## src/rtl/pattern_recorder_pkg.sv

```systemverilog
// Shared definitions for the live pattern recorder: recorder states and pattern geometry.
package pattern_recorder_pkg;

  localparam int STEPS = 8;      // steps per pattern
  localparam int N_INS = 4;      // instruments
  localparam int PAT_W = STEPS;  // one bit per step in a pattern word

  typedef enum logic [1:0] {
    S_IDLE     = 2'd0,
    S_COUNT_IN = 2'd1,
    S_RECORD   = 2'd2,
    S_COMMIT   = 2'd3
  } state_t;

endpackage

```

## src/rtl/pattern_recorder_tap_sync.sv

```systemverilog
// tap_sync_edge: brings the raw asynchronous instrument keys into the clk domain
// and turns each press into a single-cycle event.
module tap_sync_edge
  import pattern_recorder_pkg::*;
(
  input  logic             clk,
  input  logic             reset,
  input  logic [N_INS-1:0] i_tap,
  output logic [N_INS-1:0] o_rise
);

  logic [N_INS-1:0] r_meta;
  logic [N_INS-1:0] r_sync;
  logic [N_INS-1:0] r_prev;

  // Two-flop synchronizer followed by a delayed copy for rising-edge detection
  always_ff @(posedge clk or negedge reset) begin
    if (!reset) begin
      r_meta <= '0;
      r_sync <= '0;
      r_prev <= '0;
    end else begin
      r_meta <= i_tap;
      r_sync <= r_meta;
      r_prev <= r_sync;
    end
  end

  assign o_rise = r_sync & ~r_prev;

endmodule

```

## src/rtl/pattern_recorder.sv

```systemverilog
// pattern_recorder: captures quantized drum taps over an 8-step count-in plus an
// 8-step record pass, then writes the four instrument patterns to the datapath.
module pattern_recorder
  import pattern_recorder_pkg::*;
#(
  parameter int CNT_W = 28
) (
  input  logic             clk,
  input  logic             reset,
  input  logic             step_tick,
  input  logic             arm,
  input  logic             cancel,
  input  logic             overdub,
  input  logic [N_INS-1:0] tap,
  output logic             wr_valid,
  input  logic             wr_ready,
  output logic [1:0]       wr_sel,
  output logic [PAT_W-1:0] wr_data,
  output logic [2:0]       timing,
  output logic             recording,
  output logic             count_in,
  output logic             busy
);

  state_t           r_state;
  state_t           w_next;
  logic [2:0]       r_timing;
  logic [CNT_W-1:0] r_cnt;
  logic [CNT_W-1:0] r_period;
  logic [PAT_W-1:0] r_cap    [N_INS];
  logic [PAT_W-1:0] r_shadow [N_INS];
  logic [1:0]       r_wsel;

  logic [N_INS-1:0] w_rise;
  logic [CNT_W-1:0] w_half;
  logic [CNT_W-1:0] w_phase;
  logic [2:0]       w_step;
  logic [2:0]       w_bit;
  logic             w_last;
  logic             w_accept;
  logic             w_capture_en;
  logic             w_arm_ok;

  tap_sync_edge u_sync (
    .clk    (clk),
    .reset  (reset),
    .i_tap  (tap),
    .o_rise (w_rise)
  );

  // A tap coincident with step_tick belongs to the step that is just starting, at phase 0.
  assign w_last   = step_tick && (r_timing == 3'd7);
  assign w_accept = (r_state == S_COMMIT) && wr_ready;
  assign w_arm_ok = (r_state == S_IDLE) && arm;
  assign w_half   = r_period >> 1;
  assign w_phase  = step_tick ? '0 : r_cnt;
  assign w_step   = step_tick ? (r_timing + 3'd1) : r_timing;
  assign w_bit    = (w_phase < w_half) ? w_step : (w_step + 3'd1);
  // Capture during RECORD, including the tick that opens step 0 but not the tick that closes step 7.
  assign w_capture_en = !cancel &&
                        (((r_state == S_RECORD) && !w_last) ||
                         ((r_state == S_COUNT_IN) && w_last));

  // Phase counter (cycles since the last tick) and latched step period
  always_ff @(posedge clk or negedge reset) begin
    if (!reset) begin
      r_cnt    <= '0;
      r_period <= '0;
    end else if (step_tick) begin
      r_period <= r_cnt;
      r_cnt    <= CNT_W'(1);
    end else if (r_cnt != '1) begin
      r_cnt <= r_cnt + 1'b1;
    end
  end

  // State register
  always_ff @(posedge clk or negedge reset) begin
    if (!reset) r_state <= S_IDLE;
    else        r_state <= w_next;
  end

  // Next-state logic; cancel outranks the end-of-pass tick, and COMMIT cannot be cancelled
  always_comb begin
    w_next = r_state;
    case (r_state)
      S_IDLE:     if (arm) w_next = S_COUNT_IN;
      S_COUNT_IN: if (cancel) w_next = S_IDLE; else if (w_last) w_next = S_RECORD;
      S_RECORD:   if (cancel) w_next = S_IDLE; else if (w_last) w_next = S_COMMIT;
      S_COMMIT:   if (w_accept && (r_wsel == 2'd3)) w_next = S_IDLE;
      default:    w_next = S_IDLE;
    endcase
  end

  // Step index: zeroed by arm, advanced by ticks while counting in or recording
  always_ff @(posedge clk or negedge reset) begin
    if (!reset)
      r_timing <= 3'd0;
    else if (w_arm_ok)
      r_timing <= 3'd0;
    else if (step_tick && ((r_state == S_COUNT_IN) || (r_state == S_RECORD)))
      r_timing <= r_timing + 3'd1;
  end

  // Write index walks ins1..ins4, advancing only on an accepted write
  always_ff @(posedge clk or negedge reset) begin
    if (!reset)                 r_wsel <= 2'd0;
    else if (r_state == S_IDLE) r_wsel <= 2'd0;
    else if (w_accept)          r_wsel <= r_wsel + 2'd1;
  end

  // Capture buffers seed on arm and accumulate taps; shadow takes them after the last write
  always_ff @(posedge clk or negedge reset) begin
    if (!reset) begin
      for (int i = 0; i < N_INS; i++) begin
        r_cap[i]    <= '0;
        r_shadow[i] <= '0;
      end
    end else begin
      for (int i = 0; i < N_INS; i++) begin
        if (w_arm_ok)
          r_cap[i] <= overdub ? r_shadow[i] : '0;
        else if (w_capture_en && w_rise[i])
          r_cap[i][w_bit] <= 1'b1;
      end
      if (w_accept && (r_wsel == 2'd3)) begin
        for (int i = 0; i < N_INS; i++) r_shadow[i] <= r_cap[i];
      end
    end
  end

  assign wr_valid  = (r_state == S_COMMIT);
  assign wr_sel    = wr_valid ? r_wsel : 2'd0;
  assign wr_data   = wr_valid ? r_cap[r_wsel] : '0;
  assign timing    = r_timing;
  assign count_in  = (r_state == S_COUNT_IN);
  assign recording = (r_state == S_COUNT_IN) || (r_state == S_RECORD);
  assign busy      = (r_state != S_IDLE);

endmodule

```

## config.mk

```make
export PLATFORM = sky130hd
export DESIGN_NAME = pattern_recorder
export DESIGN_NICKNAME = d
export VERILOG_FILES = /design/src/rtl/pattern_recorder_pkg.sv /design/src/rtl/pattern_recorder_tap_sync.sv /design/src/rtl/pattern_recorder.sv
export SDC_FILE = /design/constraint.sdc
export NUM_CORES = 1
export LEC_CHECK = 0
export ABC_CLOCK_PERIOD_IN_PS = 4800
export BUFFER_PORTS_ARGS = -buffer_cell sky130_fd_sc_hd__buf_2
export CORE_ASPECT_RATIO = 0.75
export CORE_UTILIZATION = 59
export CTS_BUF_LIST = sky130_fd_sc_hd__clkbuf_8
export CTS_CLUSTER_DIAMETER = 100
export DETAILED_ROUTE_END_ITERATION = 8
export PLACE_DENSITY = 0.89
export SYNTH_ARGS = -nofsm -noshare
export SYNTH_HDL_FRONTEND = slang
export SYNTH_SLANG_ARGS = --single-unit
```

## constraint.sdc

```tcl
create_clock -name clk -period 4.8 [get_ports clk]
set_clock_uncertainty 0.05 [all_clocks]
set_input_delay 1.2 -clock clk [delete_from_list [all_inputs] [get_ports clk]]
set_output_delay 1.2 -clock clk [all_outputs]
set_load 0.01 [all_outputs]
```

Word-level counts from Yosys, hierarchy flattened
Index checks and enable logic that the tools add are counted.
- flip-flop bits (word level): 139
- bits of input ports: 11
- output and inout bits: 17
- logic and storage cells: 103
- $add $sub $neg: 4
- magnitude comparators: 4
- equality and inequality tests: 10
- muxes and demuxes: 35
- bitwise gates (word level): 7
- reduce and logical (&&, ||, !) cells: 27
- operators with widths (kind ; count):
    two-way mux 8 bit ; 15
    two-way mux 28 bit ; 3
    bitwise OR 8 bit ; 4
    adder 28 x 1 -> 28 bit (second input constant) ; 1
    less-than comparator 28 x 27 -> 1 bit ; 1
    != test 28 bit (second input constant) ; 1
    two-way mux 2 bit ; 9
    binary-select mux 8 bit (select 2 bit) ; 1
    nonzero test 2 bit ; 8
    logical AND 1 bit ; 13
    two-way mux 3 bit ; 4
    case mux 2 bit (4 select lines) ; 1
    adder 3 x 1 -> 3 bit (second input constant) ; 2
    == test 2 bit (second input constant) ; 3
    AND 4 bit ; 1
    less-than comparator 3 x 4 -> 1 bit (second input constant) ; 1
    inverter 4 bit ; 1
    AND reduction 4 bit ; 1
    demux 1 bit (select 3 bit) ; 1
    == test 3 bit (second input constant) ; 1
    greater-or-equal comparator 3 x 1 -> 1 bit (second input constant) ; 1
    greater-or-equal comparator 3 bit (second input constant) ; 1
    != test 3 x 2 -> 1 bit (second input constant) ; 1
    != test 3 bit (second input constant) ; 1
    9 further kinds ; 11

Longest topological paths before layout
Gate-level depths: netlist of run 1.
- depth in word-level cells: 11
- depth in mapped cells: 13
- mapped depth without buffers: 10

Modules after synthesis
From an unflattened synthesis of run 1, not the netlist that was laid out.
- cell total of the unflattened synthesis: 734
- area total of the unflattened synthesis: 7370.8 sq um
- modules (own cells, without submodules) (module ; times used ; cells an instance ; area each (sq um) ; seq. area each (sq um)):
    pattern_recorder ; 1 ; 718 ; 7015.5 ; 3153.0
    tap_sync_edge ; 1 ; 16 ; 355.3 ; 300.3

Worst setup path before layout of run 1
OpenSTA, ideal clock, no wires.
- kind: input -> register
- start point: input port step_tick
- end point: register r_cap[24] (netlist bit)
- setup time: 77 ps
- arrival time: 4128 ps
- required time: 4673 ps
- slack: 545 ps
- cell stages on the path: 13
- buffers on the path: 4
- path through: buf_2 -> clkbuf_1 -> buf_1 -> buf_1 -> nor2_1 -> ha_1 -> a21o_1 -> a21o_1 -> a221o_1 -> o21a_1 -> o41ai_2 -> o211ai_1 -> o21ai_1
- longest elaborated chain between the ends: 10
- elaborated cells on any way between the ends: 21
- classes of those cells: 1 x add/sub; 3 x order compare; 7 x mux; 1 x bitwise; 9 x reduce/logical
- ends and longest elaborated chain (what ; line ; RTL):
    from (decl) ; pattern_recorder.sv:10 ; input logic step_tick,
    two-way mux 28 bit or two-way mux 3 bit (tied branches) ; pattern_recorder.sv:56, pattern_recorder.sv:57 ;
    less-than comparator 28 x 27 -> 1 bit or adder 3 x 1 -> 3 bit (tied branches) ; pattern_recorder.sv:58 ; assign w_bit = (w_phase < w_half) ? w_step : (w_step + 3'd1);
    two-way mux 3 bit ; pattern_recorder.sv:58 ;
    less-than comparator 3 x 4 -> 1 bit (not written as such) or greater-or-equal comparator 3 x 1 -> 1 bit (tied branches) ; pattern_recorder.sv:124 ; r_cap[i][w_bit] <= 1'b1;
    logical AND 1 bit (not written as such) ; pattern_recorder.sv:124 ;
    two-way mux 1 bit (not written as such) ; pattern_recorder.sv:124 ;
    demux 1 bit (select 3 bit) ; pattern_recorder.sv:124 ;
    bitwise OR 8 bit (no source line) ; -- ;
    two-way mux 8 bit ; pattern_recorder.sv:123 ; else if (w_capture_en && w_rise[i])
    two-way mux 8 bit ; pattern_recorder.sv:121 ; if (w_arm_ok)
    to (signal, indexed assignment) ; pattern_recorder.sv:122 ; r_cap[i] <= overdub ? r_shadow[i] : '0;
    to (decl) ; pattern_recorder.sv:30 ; logic [PAT_W-1:0] r_cap [N_INS];
Parallel ways exist; a longest one is shown, timed or not. The select of a mux whose other input is x is not followed.
A chain may end at the register's enable or synchronous reset.

Worst setup path after layout of run 1
- start point: input port step_tick
- end point: register r_cap[25] (netlist bit)
The elaborated chain is that of the path after synthesis.

==> results of run 1 <==
layer usage:
metal	vias to the layer above	GRT usage	share of wire
met3	34	0.0688	0.077
met2	241	0.419	0.45
met4	0	0.0887	0.016
li1	2638	-	-
met5	-	0	0
met1	2723	0.405	0.46
state kept, by name, summed over array words and instances (netlist names):
name	cells
r_shadow	32
u_sync.r_prev	4
u_sync.r_meta	4
r_period	27
r_state	2
r_cnt	28
timing	3
r_wsel	2
u_sync.r_sync	4
r_cap	32
cells by family (layout without fill, tap and decap cells):
group	Yosys count	after routing
and+or+nand+nor	284	284
muxes	32	32
adders and majority gates	35	35
DFF	138	138
xor gates and xnor gates	23	23
buffers and inverters	81	122
AOI/OAI and AO/OA	162	162
cells in the final DEF, fill, tap and decap left out, drive strengths merged, types with 11 or more instances in the layout:
cell | netlist | routed
xnor2 | 11 | 11
dfrtp | 138 | 138
or2 | 13 | 13
ha | 35 | 35
xor2 | 12 | 12
and2 | 15 | 15
mux2 | 21 | 21
clkbuf | 21 | 18
nor2 | 33 | 33
buf | 6 | 36
nor2b | 26 | 26
o22ai | 12 | 12
inv | 54 | 55
nand2 | 131 | 131
a21oi | 38 | 38
nand3 | 22 | 22
o21ai | 84 | 84
cell type report:
class,count,area (µm²)
Tap cell,162,203
Timing Repair Buffer,36,224
Inverter,54,203
Fill cell,871,3760
Multi-Input combinational cell,536,3420
Clock inverter,14,196
Sequential cell,138,3450
Clock buffer,18,248
worst paths after layout:
check / start / end / slack [ns] / cells after the start
worst max-delay path: step_tick / r_cap[25] / 0.86 / 11
worst min-delay path: u_sync.r_meta[1] / u_sync.r_sync[1] / 0.29 / 0
worst max register to register: r_cnt[22] / r_cap[25] / 1.56 / 9
worst min register to register: u_sync.r_meta[1] / u_sync.r_sync[1] / 0.29 / 0
max in group asynchronous: reset / r_period[23] / 3.04 / 2
min in group asynchronous: reset / r_cnt[5] / 0.73 / 1
power by group through the flow:
stage / registers, mW / clock network (mW) / logic [mW]
5_1_grt: 1.38 / 1.12 / 1.09
3_5_place_dp: 1.39 / 0 / 0.960
6_report: 1.37 / 1.05 / 0.993
4_1_cts: 1.37 / 1.06 / 0.969
3_3_place_gp: 1.38 / 0 / 0.922
2_1_floorplan: 1.36 / 0 / 0.690
stage by stage:
step,setup slack [ns],instance area [µm²]
finish,0.864,7940
detailed placement,0.567,7500
CTS,0.995,7940
floorplan,0.545,7170
global route,0.701,7940
global placement,0.670,7500
cells in the mapped netlist, drive strengths merged, types with 4 or more instances:
master,instances,area share
mux4,8,0.025
xor2,12,0.015
and4,8,0.0099
nor3,5,0.0035
nor2,33,0.017
nand4,6,0.0073
nand2,131,0.069
buf,6,0.0044
or2,13,0.011
nand3,22,0.015
dfrtp,138,0.48
and2,15,0.013
nor2b,26,0.023
or3,5,0.0044
and3,6,0.0059
o21ai,84,0.059
a31oi,5,0.0044
a21oi,38,0.027
o22ai,12,0.010
o211ai,8,0.0084
inv,54,0.028
nand2b,8,0.0070
o41ai,4,0.0091
mux2,21,0.033
clkbuf,21,0.011
xnor2,11,0.013
ha,35,0.061
worst reg2reg max path, delay by kind of cell (launching register included):
family	cells	cell delay [ns]
fa+ha+maj	1	0.31
flops	1	0.47
simple gates	4	0.87
compound gates	4	1.46
==> results.cfg, run 1 <==
[outcome]
outcome = complete, no violations

[worst_setup_path]
cp_cell_sequence = buf_4, buf_4, nor2b_1, ha_1, and4_1, nand4_1, nor3_1, o21ai_1, a211oi_1, o211ai_1, o21ai_1
path_buf_inv = 2
cp-start-kind = primary input
critPathKind = in2reg
critPathArrivalTime_ns = 4.26
critPathTopFamily = compound AO/OA/AOI/OAI gates
cp_slowest_cell = a211oi_1
max_stage_delay_ns = 0.73
cp_data_required_time_ns = 5.13
setup.worst_path.end_class = register
path_max_fanout = 23

[final_layout]
stdcell_count = 958
layout.nets = 829
drive_above_1_share = 0.153
diodes = 0
post-route-util = 0.679
areaGrowthSynthToFinish_pct = 10.7

[floorplanning]
start_util = 0.613
dieArea_um2 = 12600
coreArea_um2 = 11700
rows = 34
die_y_um = 97.5
die_w_um = 129
io_pins = 28

[detailed_routing]
wl_mm = 16.3
firstDrtPassIters = 5
vias = 5636
wl_per_cell_um = 17.0
drc = 0
drt-initial-drc-count = 515
viasPerCell = 5.88
antenna_left = 0

[clock_tree]
cts_buffer_depth = 2
cts_buffers = 17
cts_tree = done
ctsHtreeMaxLevel = 4
ctsHoldBuffers = 0
postCtsSetupBuffers = 0
cts_resized = 0
clock_latency_ns = 0.45
ctsRootBufferMaster = clkbuf_8
clk_pin_slew_worst_paths_ns = 0.08
cts_sinks = 138

[logic_synthesis]
async_flop_share = 1.00
muxShareOfSynthArea = 0.0623
syn_area_per_cell_um2 = 9.50
synth-main-ff-cell = dfrtp_1
synth_area_um2 = 7170
synth_xor_area_frac = 0.0281
synth_top_family_by_area = simple AND/OR/NAND/NOR gates
synth_edf_count = 0
ys_types = 48
yosysSeqAreaShare = 0.481
synthSimpleGateAreaFrac = 0.193
syn_nets = 801
synth_compound_area_frac = 0.130
netlist_instances = 755
synth_seq_cells = 138
yosys_warnings = 0
synth_fa_ha_area_frac = 0.0610

[worst_hold_path]
min_path_type = reg2reg

[sta]
whs_ns = 0.293
period_share = 0.820
finalHoldViolations = 0
period_minus_slack_ns = 3.94
rsz0062_at_grt = false
slew_violations = 0
fmax_mhz = 254
worst_pin_slew_ns = 0.843
slew_headroom = 0.438
finalSetupViolCount = 0
tns_ns = 0

[global_routing]
grt_usage = 0.281
grt_max_degree = 92
first_global_vias = 5450
overflow = 0
antenna_found_initial = 0
grt_pass1_wl_mm = 27.2

[place]
place.gp.congestion = 0.960
dp_cells = 926
port_buffers = 27
dp_hpwl_mm = 11.0

[pwr]
cellLeakagePower_nw = 3.63
seqPwrFrac = 0.402
ir_drop_mv = 0.235
power.share.switching = 0.352
total_power_mw = 3.42
p_int_mw = 2.21
pwr-share-clk = 0.308
switchingPower_mw = 1.21
combPwrFrac = 0.290
power_density_nw_per_um2 = 431

[job]
maxCapViolations = 0
No activity file was read; power rests on OpenSTA's default activity.
==> inputs of run 2 (changes only) <==
--- a/config.mk
+++ b/config.mk
@@ -5,7 +5,7 @@
 export SDC_FILE = /design/constraint.sdc
 export NUM_CORES = 1
 export LEC_CHECK = 0
-export ABC_CLOCK_PERIOD_IN_PS = 4800
+export ABC_CLOCK_PERIOD_IN_PS = 3800
 export BUFFER_PORTS_ARGS = -buffer_cell sky130_fd_sc_hd__buf_2
 export CORE_ASPECT_RATIO = 0.75
 export CORE_UTILIZATION = 59
==> constraint.sdc (replaced) <==
create_clock -name clk -period 3.8 [get_ports clk]
set_clock_uncertainty 0.05 [all_clocks]
set_input_delay 0.95 -clock clk [delete_from_list [all_inputs] [get_ports clk]]
set_output_delay 0.95 -clock clk [all_outputs]
set_load 0.01 [all_outputs]
==> results.cfg, run 2 (synthesis results as in run 1) <==
[floorplanning]
io_pins = 28
start_util = 0.613
dieArea_um2 = 12600
rows = 34
die_y_um = 97.5
die_w_um = 129
coreArea_um2 = 11700

[worst_setup_path]
critPathKind = in2reg
setup.worst_path.end_class = register
max_stage_delay_ns = 0.46
cp-start-kind = primary input
path_buf_inv = 3
cp_slowest_cell = o41ai_2
critPathArrivalTime_ns = 3.62
path_max_fanout = 34
critPathTopFamily = compound AO/OA/AOI/OAI gates
cp_cell_sequence = buf_4, buf_12, nor2b_1, ha_1, and3_1, and4_1, a32oi_1, nand2_1, o41ai_2, buf_4, o21ai_0, o21ai_0
cp_data_required_time_ns = 4.10

[pwr]
switchingPower_mw = 1.53
cellLeakagePower_nw = 3.70
combPwrFrac = 0.297
ir_drop_mv = 0.326
p_int_mw = 2.92
pwr-share-clk = 0.313
power.share.switching = 0.344
seqPwrFrac = 0.390
power_density_nw_per_um2 = 552
total_power_mw = 4.45

[place]
port_buffers = 27
place_area_um2 = 7590
place.gp.congestion = 0.886
dp_hpwl_mm = 10.6
pre_cts_slack_ns = 0.125
dp_cells = 937

[sta]
rsz0062_at_grt = false
tns_ns = 0
period_minus_slack_ns = 3.32
slew_headroom = 0.524
period_share = 0.873
finalSetupViolCount = 0
worst_pin_slew_ns = 0.714
slew_violations = 0
setup_slack_ns = 0.484
fmax_mhz = 302
finalHoldViolations = 0

[final_layout]
areaGrowthSynthToFinish_pct = 12.3
stdcell_count = 969
final_common_cell = dfrtp_1
fill_cells = 829
final_area_um2 = 8060
diodes = 0
drive_above_1_share = 0.165
layout.nets = 840
layout_common_cells = 138 x dfrtp_1, 131 x nand2_1, 64 x o21ai_0
largestRegisters = r_cap (32), r_shadow (32), r_cnt (28)

[clock_tree]
clk_pin_slew_worst_paths_ns = 0.08
ctsRootBufferMaster = clkbuf_8
cts_buffers = 17
cts_resized = 0
cts_buffer_depth = 2
cts_sinks = 138
ctsHoldBuffers = 0
clock_latency_ns = 0.45
cts_tree = done
ctsHtreeMaxLevel = 4
postCtsSetupBuffers = 0

[detailed_routing]
wl_mm = 15.9
drc = 0
wl_per_cell_um = 16.4
viasPerCell = 5.79
vias = 5606
firstDrtPassIters = 4
antenna_left = 0
drt-initial-drc-count = 510

[global_routing]
grt_usage = 0.280
first_global_vias = 5439
grt_max_degree = 77
grt_pass1_wl_mm = 27.0
overflow = 0
antenna_found_initial = 0

[worst_hold_path]
min_path_type = reg2reg

[outcome]
outcome = complete, no violations

[job]
maxCapViolations = 0
[run 2: cell count changes in the layout (fill, tap and decap cells not counted)]
| cell | previous run | this run |
|---|---|---|
| buf_4 | 9 | 19 |
| bufinv_16 | 4 | 5 |
| buf_12 | 1 | 2 |
| inv_6 | 1 | 3 |
| clkinv_4 | 4 | 1 |
[run 2: metal layers]
layer	vias to the layer above	GRT usage	wire [µm]
li1	2665	-	-
met1	2687	0.405	7250
met2	226	0.396	6870
met3	28	0.0936	1470
met4	0	0.0878	289
met5	-	0	0
[run 2: worst paths after layout]
check / start / slack (ns) / to / cells past startpoint
setup / recovery: step_tick / 0.48 / r_cap[13] / 12
hold / removal: u_sync.r_meta[2] / 0.29 / u_sync.r_sync[2] / 0
setup reg to reg: r_cnt[23] / 0.78 / r_cap[13] / 10
hold reg to reg: u_sync.r_meta[2] / 0.29 / u_sync.r_sync[2] / 0
max in group asynchronous: reset / 2.48 / r_shadow[13] / 2
min in group asynchronous: reset / 0.41 / r_period[23] / 1
[run 2: power groups by stage]
stage	registers (mW)	logic, mW	clock network, mW
6_report	1.74	1.32	1.39
5_1_grt	1.76	1.44	1.48
4_1_cts	1.73	1.30	1.41
3_5_place_dp	1.76	1.27	0
3_3_place_gp	1.75	1.23	0
2_1_floorplan	1.71	0.872	0
[run 2: final cells by class]
class,instances,area [µm²],area share
flip-flops and latches,138,3450,0.429
repair buffers,47,319,0.0396
inverters,54,203,0.0252
clock inverters,14,218,0.0270
clock buffers,18,248,0.0307
well taps,162,203,0.0252
multi-input cells,536,3420,0.424
[run 2: through the flow]
stage	hold slack, ns	utilization
6_report	0.295	0.689
5_1_grt	0.305	0.689
4_1_cts	0.297	0.689
3_5_place_dp	0.285	0.649
3_3_place_gp	0.282	0.649
2_1_floorplan	0.281	-
[run 2: worst reg2reg max path: stages (launching register included)]
cell,delay [ns]
dfrtp_1,0.45
nor2b_1,0.16
ha_1,0.31
and4_1,0.27
and4_1,0.23
a32oi_1,0.25
nand2_1,0.25
o41ai_2,0.46
buf_4,0.22
o21ai_0,0.07
o21ai_0,0.19
